$ cat src/rtl/mesh_pkg.sv
// mesh_pkg: shared definitions for the mesh router switch control slice.
// Holds the port index ordering and the default router radix.
package mesh_pkg;

    // Number of router ports: core plus the four compass directions.
    localparam int unsigned RADIX = 5;

    // Port index ordering shared by request, grant and credit vectors.
    typedef enum logic [2:0] {
        CORE  = 3'd0,
        NORTH = 3'd1,
        EAST  = 3'd2,
        SOUTH = 3'd3,
        WEST  = 3'd4
    } port_e;

endpackage : mesh_pkg

$ cat src/rtl/mesh_rr_arbiter.sv
// mesh_rr_arbiter: round-robin arbiter for one output port.
// The search starts at the registered pointer and wraps; on a grant the pointer moves to
// winner+1, otherwise it holds. The grant itself is combinational; the caller registers it.
module mesh_rr_arbiter
    import mesh_pkg::*;
#(
    parameter int unsigned NUM_REQ = 5
) (
    input  logic               clk,
    input  logic               reset_n,
    input  logic [0:NUM_REQ-1] i_req,
    input  logic               i_en,
    output logic [0:NUM_REQ-1] o_grant
);

    localparam int unsigned PtrW = (NUM_REQ > 1) ? $clog2(NUM_REQ) : 1;
    localparam logic [PtrW-1:0] PtrLast = PtrW'(NUM_REQ - 1);

    logic [PtrW-1:0] r_ptr;
    logic            w_found;
    logic [PtrW-1:0] w_winner;

    // Pick the first requester at or after the pointer, wrapping past the last index.
    always_comb begin
        int unsigned idx;
        idx      = 0;
        o_grant  = '0;
        w_found  = 1'b0;
        w_winner = '0;
        if (i_en) begin
            for (int unsigned k = 0; k < NUM_REQ; k++) begin
                idx = (32'(r_ptr) + k) % NUM_REQ;
                if (!w_found && i_req[idx]) begin
                    w_found      = 1'b1;
                    w_winner     = PtrW'(idx);
                    o_grant[idx] = 1'b1;
                end
            end
        end
    end

    // Advance the pointer past the winner; hold it when nothing is granted.
    always_ff @(posedge clk) begin
        if (!reset_n) begin
            r_ptr <= '0;
        end else if (w_found) begin
            r_ptr <= (w_winner == PtrLast) ? '0 : w_winner + 1'b1;
        end
    end

endmodule : mesh_rr_arbiter

$ cat src/rtl/mesh_switch_control.sv
// mesh_switch_control: registered crossbar arbitration for a mesh router.
// One round-robin arbiter per output; grants are transposed to a per-input select and
// registered, and o_pop strobes the winning input FIFO. Optional macro
// MESH_SWCTRL_CREDIT_EN replaces i_en gating with per-output downstream credit counters.
module mesh_switch_control
    import mesh_pkg::*;
#(
    parameter int unsigned RADIX   = mesh_pkg::RADIX,
    parameter int unsigned CREDITS = 4
) (
    input  logic                        clk,
    input  logic                        reset_n,
    input  logic [0:RADIX-1][0:RADIX-1] i_request,
    input  logic [0:RADIX-1]            i_credit,
    input  logic [0:RADIX-1]            i_en,
    output logic [0:RADIX-1][0:RADIX-1] o_grant,
    output logic [0:RADIX-1]            o_pop
);

    logic [0:RADIX-1][0:RADIX-1] r_grant;       // [input][output]
    logic [0:RADIX-1]            w_pop;
    logic [0:RADIX-1]            w_valid;
    logic [0:RADIX-1][0:RADIX-1] w_req_by_out;  // [output][input]
    logic [0:RADIX-1][0:RADIX-1] w_gnt_by_out;  // [output][input]
    logic [0:RADIX-1][0:RADIX-1] w_gnt_by_in;   // [input][output]
    logic [0:RADIX-1]            w_eligible;

    // An input pops its FIFO in any cycle where its registered grant row is non-zero.
    always_comb begin
        w_pop = '0;
        for (int i = 0; i < RADIX; i++) begin
            w_pop[i] = |r_grant[i];
        end
    end

    // Drop non-onehot requests and requests whose FIFO head is being popped this cycle.
    always_comb begin
        w_valid      = '0;
        w_req_by_out = '0;
        for (int i = 0; i < RADIX; i++) begin
            w_valid[i] = ($countones(i_request[i]) == 1);
        end
        for (int o = 0; o < RADIX; o++) begin
            for (int i = 0; i < RADIX; i++) begin
                w_req_by_out[o][i] = w_valid[i] & ~w_pop[i] & i_request[i][o];
            end
        end
    end

    for (genvar g = 0; g < RADIX; g++) begin : gen_out
        mesh_rr_arbiter #(
            .NUM_REQ (RADIX)
        ) u_arb (
            .clk     (clk),
            .reset_n (reset_n),
            .i_req   (w_req_by_out[g]),
            .i_en    (w_eligible[g]),
            .o_grant (w_gnt_by_out[g])
        );
    end

    // Turn per-output winners into the per-input output select.
    always_comb begin
        w_gnt_by_in = '0;
        for (int i = 0; i < RADIX; i++) begin
            for (int o = 0; o < RADIX; o++) begin
                w_gnt_by_in[i][o] = w_gnt_by_out[o][i];
            end
        end
    end

    // Register the arbitration result; reset discards any pending grant.
    always_ff @(posedge clk) begin
        if (!reset_n) begin
            r_grant <= '0;
        end else begin
            r_grant <= w_gnt_by_in;
        end
    end

`ifdef MESH_SWCTRL_CREDIT_EN
    localparam int unsigned CntW = $clog2(CREDITS + 1);
    localparam logic [CntW-1:0] CreditFull = CntW'(CREDITS);

    logic [0:RADIX-1][CntW-1:0] r_credit;
    logic [0:RADIX-1]           w_out_granted;
    logic                       w_unused_en;

    assign w_unused_en = ^i_en;

    // An output consumes a downstream slot whenever its arbiter picks a winner.
    always_comb begin
        w_out_granted = '0;
        w_eligible    = '0;
        for (int o = 0; o < RADIX; o++) begin
            w_out_granted[o] = |w_gnt_by_out[o];
            w_eligible[o]    = (r_credit[o] != '0);
        end
    end

    // Grant and returned credit cancel; a credit at full is treated as spurious.
    always_ff @(posedge clk) begin
        if (!reset_n) begin
            for (int o = 0; o < RADIX; o++) begin
                r_credit[o] <= CreditFull;
            end
        end else begin
            for (int o = 0; o < RADIX; o++) begin
                if (w_out_granted[o] && !i_credit[o]) begin
                    r_credit[o] <= r_credit[o] - 1'b1;
                end else if (!w_out_granted[o] && i_credit[o] && (r_credit[o] != CreditFull)) begin
                    r_credit[o] <= r_credit[o] + 1'b1;
                end
            end
        end
    end
`else
    logic w_unused_credit;

    assign w_unused_credit = ^i_credit;
    assign w_eligible      = i_en;
`endif

    assign o_grant = r_grant;
    assign o_pop   = w_pop;

endmodule : mesh_switch_control
$ cat config.mk
export PLATFORM = sky130hd
export DESIGN_NAME = mesh_switch_control
export DESIGN_NICKNAME = d
export VERILOG_FILES = /design/src/rtl/mesh_pkg.sv /design/src/rtl/mesh_rr_arbiter.sv /design/src/rtl/mesh_switch_control.sv
export SDC_FILE = /design/constraint.sdc
export NUM_CORES = 1
export LEC_CHECK = 0
export BUFFER_PORTS_ARGS = -buffer_cell sky130_fd_sc_hd__buf_2
export CELL_PAD_IN_SITES_DETAIL_PLACEMENT = 0
export CELL_PAD_IN_SITES_GLOBAL_PLACEMENT = 1
export CORE_MARGIN = 2
export CORE_UTILIZATION = 40
export DETAILED_ROUTE_END_ITERATION = 8
export GPL_ROUTABILITY_DRIVEN = 0
export PLACE_DENSITY = 0.85
export SLEW_MARGIN = 10
export SYNTH_ARGS = -nofsm -noshare
export SYNTH_HDL_FRONTEND = slang
export SYNTH_SLANG_ARGS = --single-unit
$ cat constraint.sdc
create_clock -name clk -period 10.25 [get_ports clk]
set_input_delay 0.5125 -clock clk [delete_from_list [all_inputs] [get_ports clk]]
set_output_delay 0.5125 -clock clk [all_outputs]
set_load 0.005 [all_outputs]
==> results of run 1 <==
[cell type report]
type / count / area [um^2]
inverter: 110 / 413
timing repair buffer: 69 / 365
fill: 3120 / 16900
antenna: 3 / 7.51
sequential: 40 / 801
clock inverter: 2 / 15.0
clock buffer: 6 / 139
tap: 390 / 488
multi-input combinational: 1467 / 10400
[kinds of logic (layout without fill, tap and decap cells)]
kind of cell | count (synthesis) | in the layout | synth area share [%]
other cells | 0 | 3 | 0
simple gates | 685 | 685 | 30.7
flops | 40 | 40 | 6.74
compound gates | 524 | 524 | 31.0
buf+inv | 177 | 187 | 6.01
fa+ha+maj | 147 | 147 | 16.2
mux | 65 | 65 | 5.95
xor+xnor | 46 | 46 | 3.45
[report_power, final]
part	total, W	leakage [nW]	switching [W]	internal, W
sequential	0.000296	0.326	0.0000954	0.000200
combinational	0.00356	4.70	0.00223	0.00132
clock	0.000162	0.0691	0.0000652	0.0000968
[final timing paths]
| kind | start | endpoint | slack, ps |
|---|---|---|---|
| setup / recovery | gen_out[4].u_arb.r_ptr[1]$_SDFFE_PN0P_ | gen_out[4].u_arb.r_ptr[2]$_SDFFE_PN0P_ | 3660 |
| hold / removal | i_en[4] | gen_out[4].u_arb.r_ptr[2]$_SDFFE_PN0P_ | 510 |
| setup reg to reg | gen_out[4].u_arb.r_ptr[1]$_SDFFE_PN0P_ | gen_out[4].u_arb.r_ptr[2]$_SDFFE_PN0P_ | 3660 |
| hold reg to reg | gen_out[0].u_arb.r_ptr[1]$_SDFFE_PN0P_ | gen_out[0].u_arb.r_ptr[1]$_SDFFE_PN0P_ | 740 |
[state kept, by name, indices dropped and copies added (netlist names)]
register / count
o_grant: 25
gen_out.u_arb.r_ptr: 15
[critical path, delay by kind of cell, from the launching register on]
kind	cells	cell delay, ps
xor+xnor	1	490
buf+inv	2	1000
flops	1	720
fa+ha+maj	3	1530
compound gates	5	1000
mux	1	240
simple gates	7	1520
[synth_stat cells, drive strengths merged, types with 8 or more instances]
cell type  number
inv           103
nor3           68
a22o            8
o221ai          9
xnor2          39
mux2           15
and2           16
or2            18
clkbuf         28
nor4           35
a211oi         30
and3           23
a2111oi        13
nor2          146
nor4b           9
ha            133
o21ai         100
o22ai          23
a31oi          34
mux2i          49
nand2         140
nand2b         30
a221oi         14
dfxtp          40
or3            27
nor2b          25
nand4          16
a21o           11
a22oi           9
buf            39
o21a           20
nand3          80
o32ai          10
a32oi           9
nor3b          11
a21oi         107
o31a           10
fa             12
o211ai         19
o31ai          14
nand3b         13
[stage by stage]
step	total power [W]	area (um^2)	cells	utilization, %	setup WS, ps
3_5_place_dp	0.00375	12400	2076	42.2	3780
4_1_cts	0.00393	12600	2084	42.7	3770
6_report	0.00401	12600	2087	42.7	3660
5_1_grt	0.00439	12600	2086	42.7	3170
2_1_floorplan	0.00298	11900	1684	-	4920
3_3_place_gp	0.00369	12400	2076	42.2	3870
[layer usage]
metal	vias to the layer above	global-route usage [%]	part of all wire, %
li1	6383	-	-
met1	6195	32.9	45
met2	536	38.4	44
met3	97	2.02	6.6
met4	0	10.8	4.6
met5	-	0	0
==> results.cfg, run 1 <==
[status]
outcome = completed

[sta]
final_hold_viol_count = 0
worstMarginPinSlew_ps = 935
setup_viol = 0
fin_setup_tns_ps = 0
drv_slew = 0
rsz0062_at_grt = no
finClkSkew_ps = 7.63
timing.hold.ws_ps = 513
slew_headroom_pct = 37.2
fin_crit_ps = 6590
fmax_ghz = 0.152
period_share_pct = 64.3

[worst_setup_path]
cpMaxStageDelayCell = ha_1
rr_worst_depth = 19
max_stage_delay_ps = 990
path_class = register to register
critPathLaunchType = register
cp.required_ps = 10470
path_cells = clkinv_1, ha_1, clkinv_1, ha_1, nor3_2, nor2_1, xnor2_1, mux2i_1, nor3b_1, o31a_1, or3b_1, nand2_1, o21ai_1, a21o_1, ha_1, nor2_1, nand2_1, a31o_2, a31oi_1
cp_max_fo = 23
cp_data_arrival_time_ps = 6810
crit_top_cell = ha_1
critPathCaptureType = register

[hold_path]
hp-class = input port to register
hold-path-cell-count = 2

[yosys]
netlist_instances = 1684
synth_top_flop_cell = dfxtp_1
synth_edf_count = 0
synthTopCellsByArea = ha_1 (14%), dfxtp_1 (6.7%), nor2_1 (4.6%)
seq_area_frac_synth_pct = 6.74
synth_top_area_share_pct = 14.0
synth.avg_cell_area_um2 = 7.06
synth-seq-cells = 40
async_reset_ff_share_pct = 0
yosysUniqueCellTypes = 109
yosysWarnings = 0
synth_nets = 1866
yosys.area.top_type = ha_1
synthesis.area_um2 = 11900

[die]
ios = 67
chipHeight_um = 176
die-area_um2 = 31100
rows = 63
initial_core_util_pct = 40.3
fp.dieW_um = 176
core_um2 = 29500

[clocking]
cts_buffers = 5
path_clk_slew_ps = 60
cts_resized = 0
cts_tree = done
clock_path_buffers = 2
clock-sinks = 40
insertion_delay_ps = 290
postCtsHoldBufs = 0
clockRootBuffer = clkbuf_16
post_cts.repair.setup_buffers = 0
htree_levels = 2

[layout]
layout_common_cells = nor2_1 (146), nand2_1 (140), ha_1 (133)
nNetsFinal = 1875
layout_commonest_cell = nor2_1
areaGrowthSynthToFinish_pct = 6.00
final_layout_size_suffix_gt1_share_pct = 9.45

[placement]
dpl.hpwl_um = 30100
port_buffers = 61

[global_routing]
grt_pass1_wl_um = 61900
grt.overflow.total = 0
grt_pass1_vias = 12000
grt_max_degree = 39
antenna_found_initial = 3
grt_usage_pct = 24.0

[drt]
drc = 0
first_iter_violations = 1223
antenna_left = 0
vias = 13200
wirelength_um = 38600
first_pass_iters = 6
viasPerCell = 6.33
wire_per_inst_um = 18.5

[power_and_ir_drop]
p_per_area_nw_per_um2 = 319
vdd_drop_max_mv = 0.106
leakagePower_nw = 5.10

[flow_run]
cap_violations = 0
No activity file was read; power rests on OpenSTA's default activity.
==> inputs of run 2 (changes only) <==
PLACE_DENSITY = 0.88   (was 0.85)
clock period = 5.4 ns   (was 10.25 ns; I/O delays follow)
==> run 2 against run 1 <==
  * Die area is the same
  * Clock power grew 120%
  * Fmax grew 26%
==> results.cfg, run 2 (synthesis gave the netlist of run 1 again) <==
[status]
outcome = completed

[sta]
fin_setup_tns_ps = 0
fmax_ghz = 0.192
timing.hold.ws_ps = 293
slew_headroom_pct = 36.1
drv_slew = 0
finClkSkew_ps = 4.55
fin_crit_ps = 5220
setup_viol = 0
period_share_pct = 96.7
final_hold_viol_count = 0
fin_ws_ps = 178
worstMarginPinSlew_ps = 950

[placement]
place_area_um2 = 12900
dpl.hpwl_um = 31000
pre_cts_ws_ps = 206
port_buffers = 61

[worst_setup_path]
path_cells = buf_4, ha_1, buf_4, o31a_1, xnor2_1, ha_1, nand2b_1, a2111oi_2, or2_2, a211oi_1, or3_1, nor3_1, nand3_1, nor2_1, a2111oi_2, nand2b_1, ha_1, nor2_1, mux2i_1, a21oi_1
max_stage_delay_ps = 540
rr_worst_depth = 20
cp_data_arrival_time_ps = 5440
r2r_slack_ps = 180
path_class = register to register
reg2reg_from = gen_out[2].u_arb.r_ptr[2]$_SDFFE_PN0P_
critPathLaunchType = register
cp.required_ps = 5620
cpMaxStageDelayCell = a2111oi_2
cp_max_fo = 17
crit_top_cell = ha_1
critPathCaptureType = register
r2r-end = gen_out[2].u_arb.r_ptr[2]$_SDFFE_PN0P_
worstSetupStartpoint = gen_out[2].u_arb.r_ptr[2]$_SDFFE_PN0P_

[layout]
nNetsFinal = 1933
design_area_um2 = 13200
areaGrowthSynthToFinish_pct = 11.0
final_layout_size_suffix_gt1_share_pct = 13.5
layout_commonest_cell = nor2_1
largest_reg_flops = 25
fillers = 2982
layout_common_cells = nor2_1 (146), nand2_1 (140), ha_1 (129)

[die]
rows = 63
fp.dieW_um = 176
ios = 67
core_um2 = 29500
initial_core_util_pct = 40.3
die-area_um2 = 31100
chipHeight_um = 176

[global_routing]
antenna_found_initial = 4
grt_max_degree = 38
grt_pass1_wl_um = 62800
grt_pass1_vias = 12100
grt_usage_pct = 24.4
grt.overflow.total = 0

[clocking]
clockRootBuffer = clkbuf_16
clock-sinks = 40
htree_levels = 2
cts_buffers = 5
path_clk_slew_ps = 60
postCtsHoldBufs = 0
clock_path_buffers = 2
cts_tree = done
insertion_delay_ps = 290

[hold_path]
hold-path-cell-count = 2
hold_end = gen_out[4].u_arb.r_ptr[2]$_SDFFE_PN0P_
min_from = i_en[4]
hp-class = input port to register

[flow_run]
cap_violations = 0

[drt]
wire_per_inst_um = 18.2
first_iter_violations = 1362
drc = 0
first_pass_iters = 6
wirelength_um = 39100
antenna_left = 0
vias = 13400
viasPerCell = 6.24

[power_and_ir_drop]
vdd_drop_max_mv = 0.271
p_per_area_nw_per_um2 = 606
leakagePower_nw = 5.41
[run 2: cell types whose count changed in the layout (fill, tap and decap cells not counted), sizes merged]
cell / before / now
diode: 3 / 5
clkbuf: 6 / 5
clkinv: 7 / 9
clkinvlp: 2 / 0
buf: 69 / 127
bufinv: 0 / 1
[run 2: critical path, delay by kind of cell, from the launching register on]
kind	cells	cell delay, ps
fa+ha+maj	3	790
flops	1	460
mux	1	80
xor+xnor	1	190
buf+inv	2	490
simple gates	8	1990
compound gates	5	1160
[run 2: how the worst max path moves through the flow]
stage / to / slack [ps] / cells after the start
floorplan: gen_out[0].u_arb.r_ptr[2]$_SDFFE_PN0P_ / 70 / 25
global route: gen_out[2].u_arb.r_ptr[1]$_SDFFE_PN0P_ / -80 / 19
global placement: gen_out[3].u_arb.r_ptr[2]$_SDFFE_PN0P_ / 340 / 18
finish: gen_out[2].u_arb.r_ptr[2]$_SDFFE_PN0P_ / 180 / 20
CTS: gen_out[2].u_arb.r_ptr[2]$_SDFFE_PN0P_ / 170 / 25
detailed placement: gen_out[2].u_arb.r_ptr[2]$_SDFFE_PN0P_ / 210 / 25
[run 2: metal layers]
| layer | vias to the layer above | wire length [um] | GRT usage (%) |
|---|---|---|---|
| li1 | 6497 | - | - |
| met1 | 6233 | 17400 | 34.1 |
| met2 | 581 | 17200 | 38.1 |
| met3 | 92 | 2940 | 2.52 |
| met4 | 0 | 1560 | 10.2 |
| met5 | - | 0 | 0 |
[run 2: final cells by class]
class / instances / area, um^2 / area share, %
Multi-Input combinational cell: 1467 / 10500 / 79.6
Sequential cell: 40 / 801 / 6.07
Timing Repair Buffer: 127 / 801 / 6.07
Tap cell: 390 / 488 / 3.70
Inverter: 110 / 413 / 3.13
Clock buffer: 5 / 125 / 0.948
Clock inverter: 3 / 47.5 / 0.360
Antenna cell: 5 / 12.5 / 0.0948
[run 2: stage by stage]
stage	cells	power, W	utilization, %
after CTS	2140	0.00770	44.2
after detailed placement	2132	0.00731	43.6
after floorplan	1684	0.00566	-
after global placement	2132	0.00718	43.6
final	2147	0.00799	44.8
after global routing	2145	0.00873	44.7
[run 2: timing repair]
| item | in CTS | in global routing |
|---|---|---|
| setup buffers | 0 | 2 |
| gates resized for setup | 0 | 26 |
| endpoints found under the setup margin | 0 | 13 |
[run 2: power breakdown]
group,switching (W),internal (W),total (W)
registers,0.000129,0.000381,0.000509
logic,0.00439,0.00274,0.00713
clock network,0.000131,0.000220,0.000350
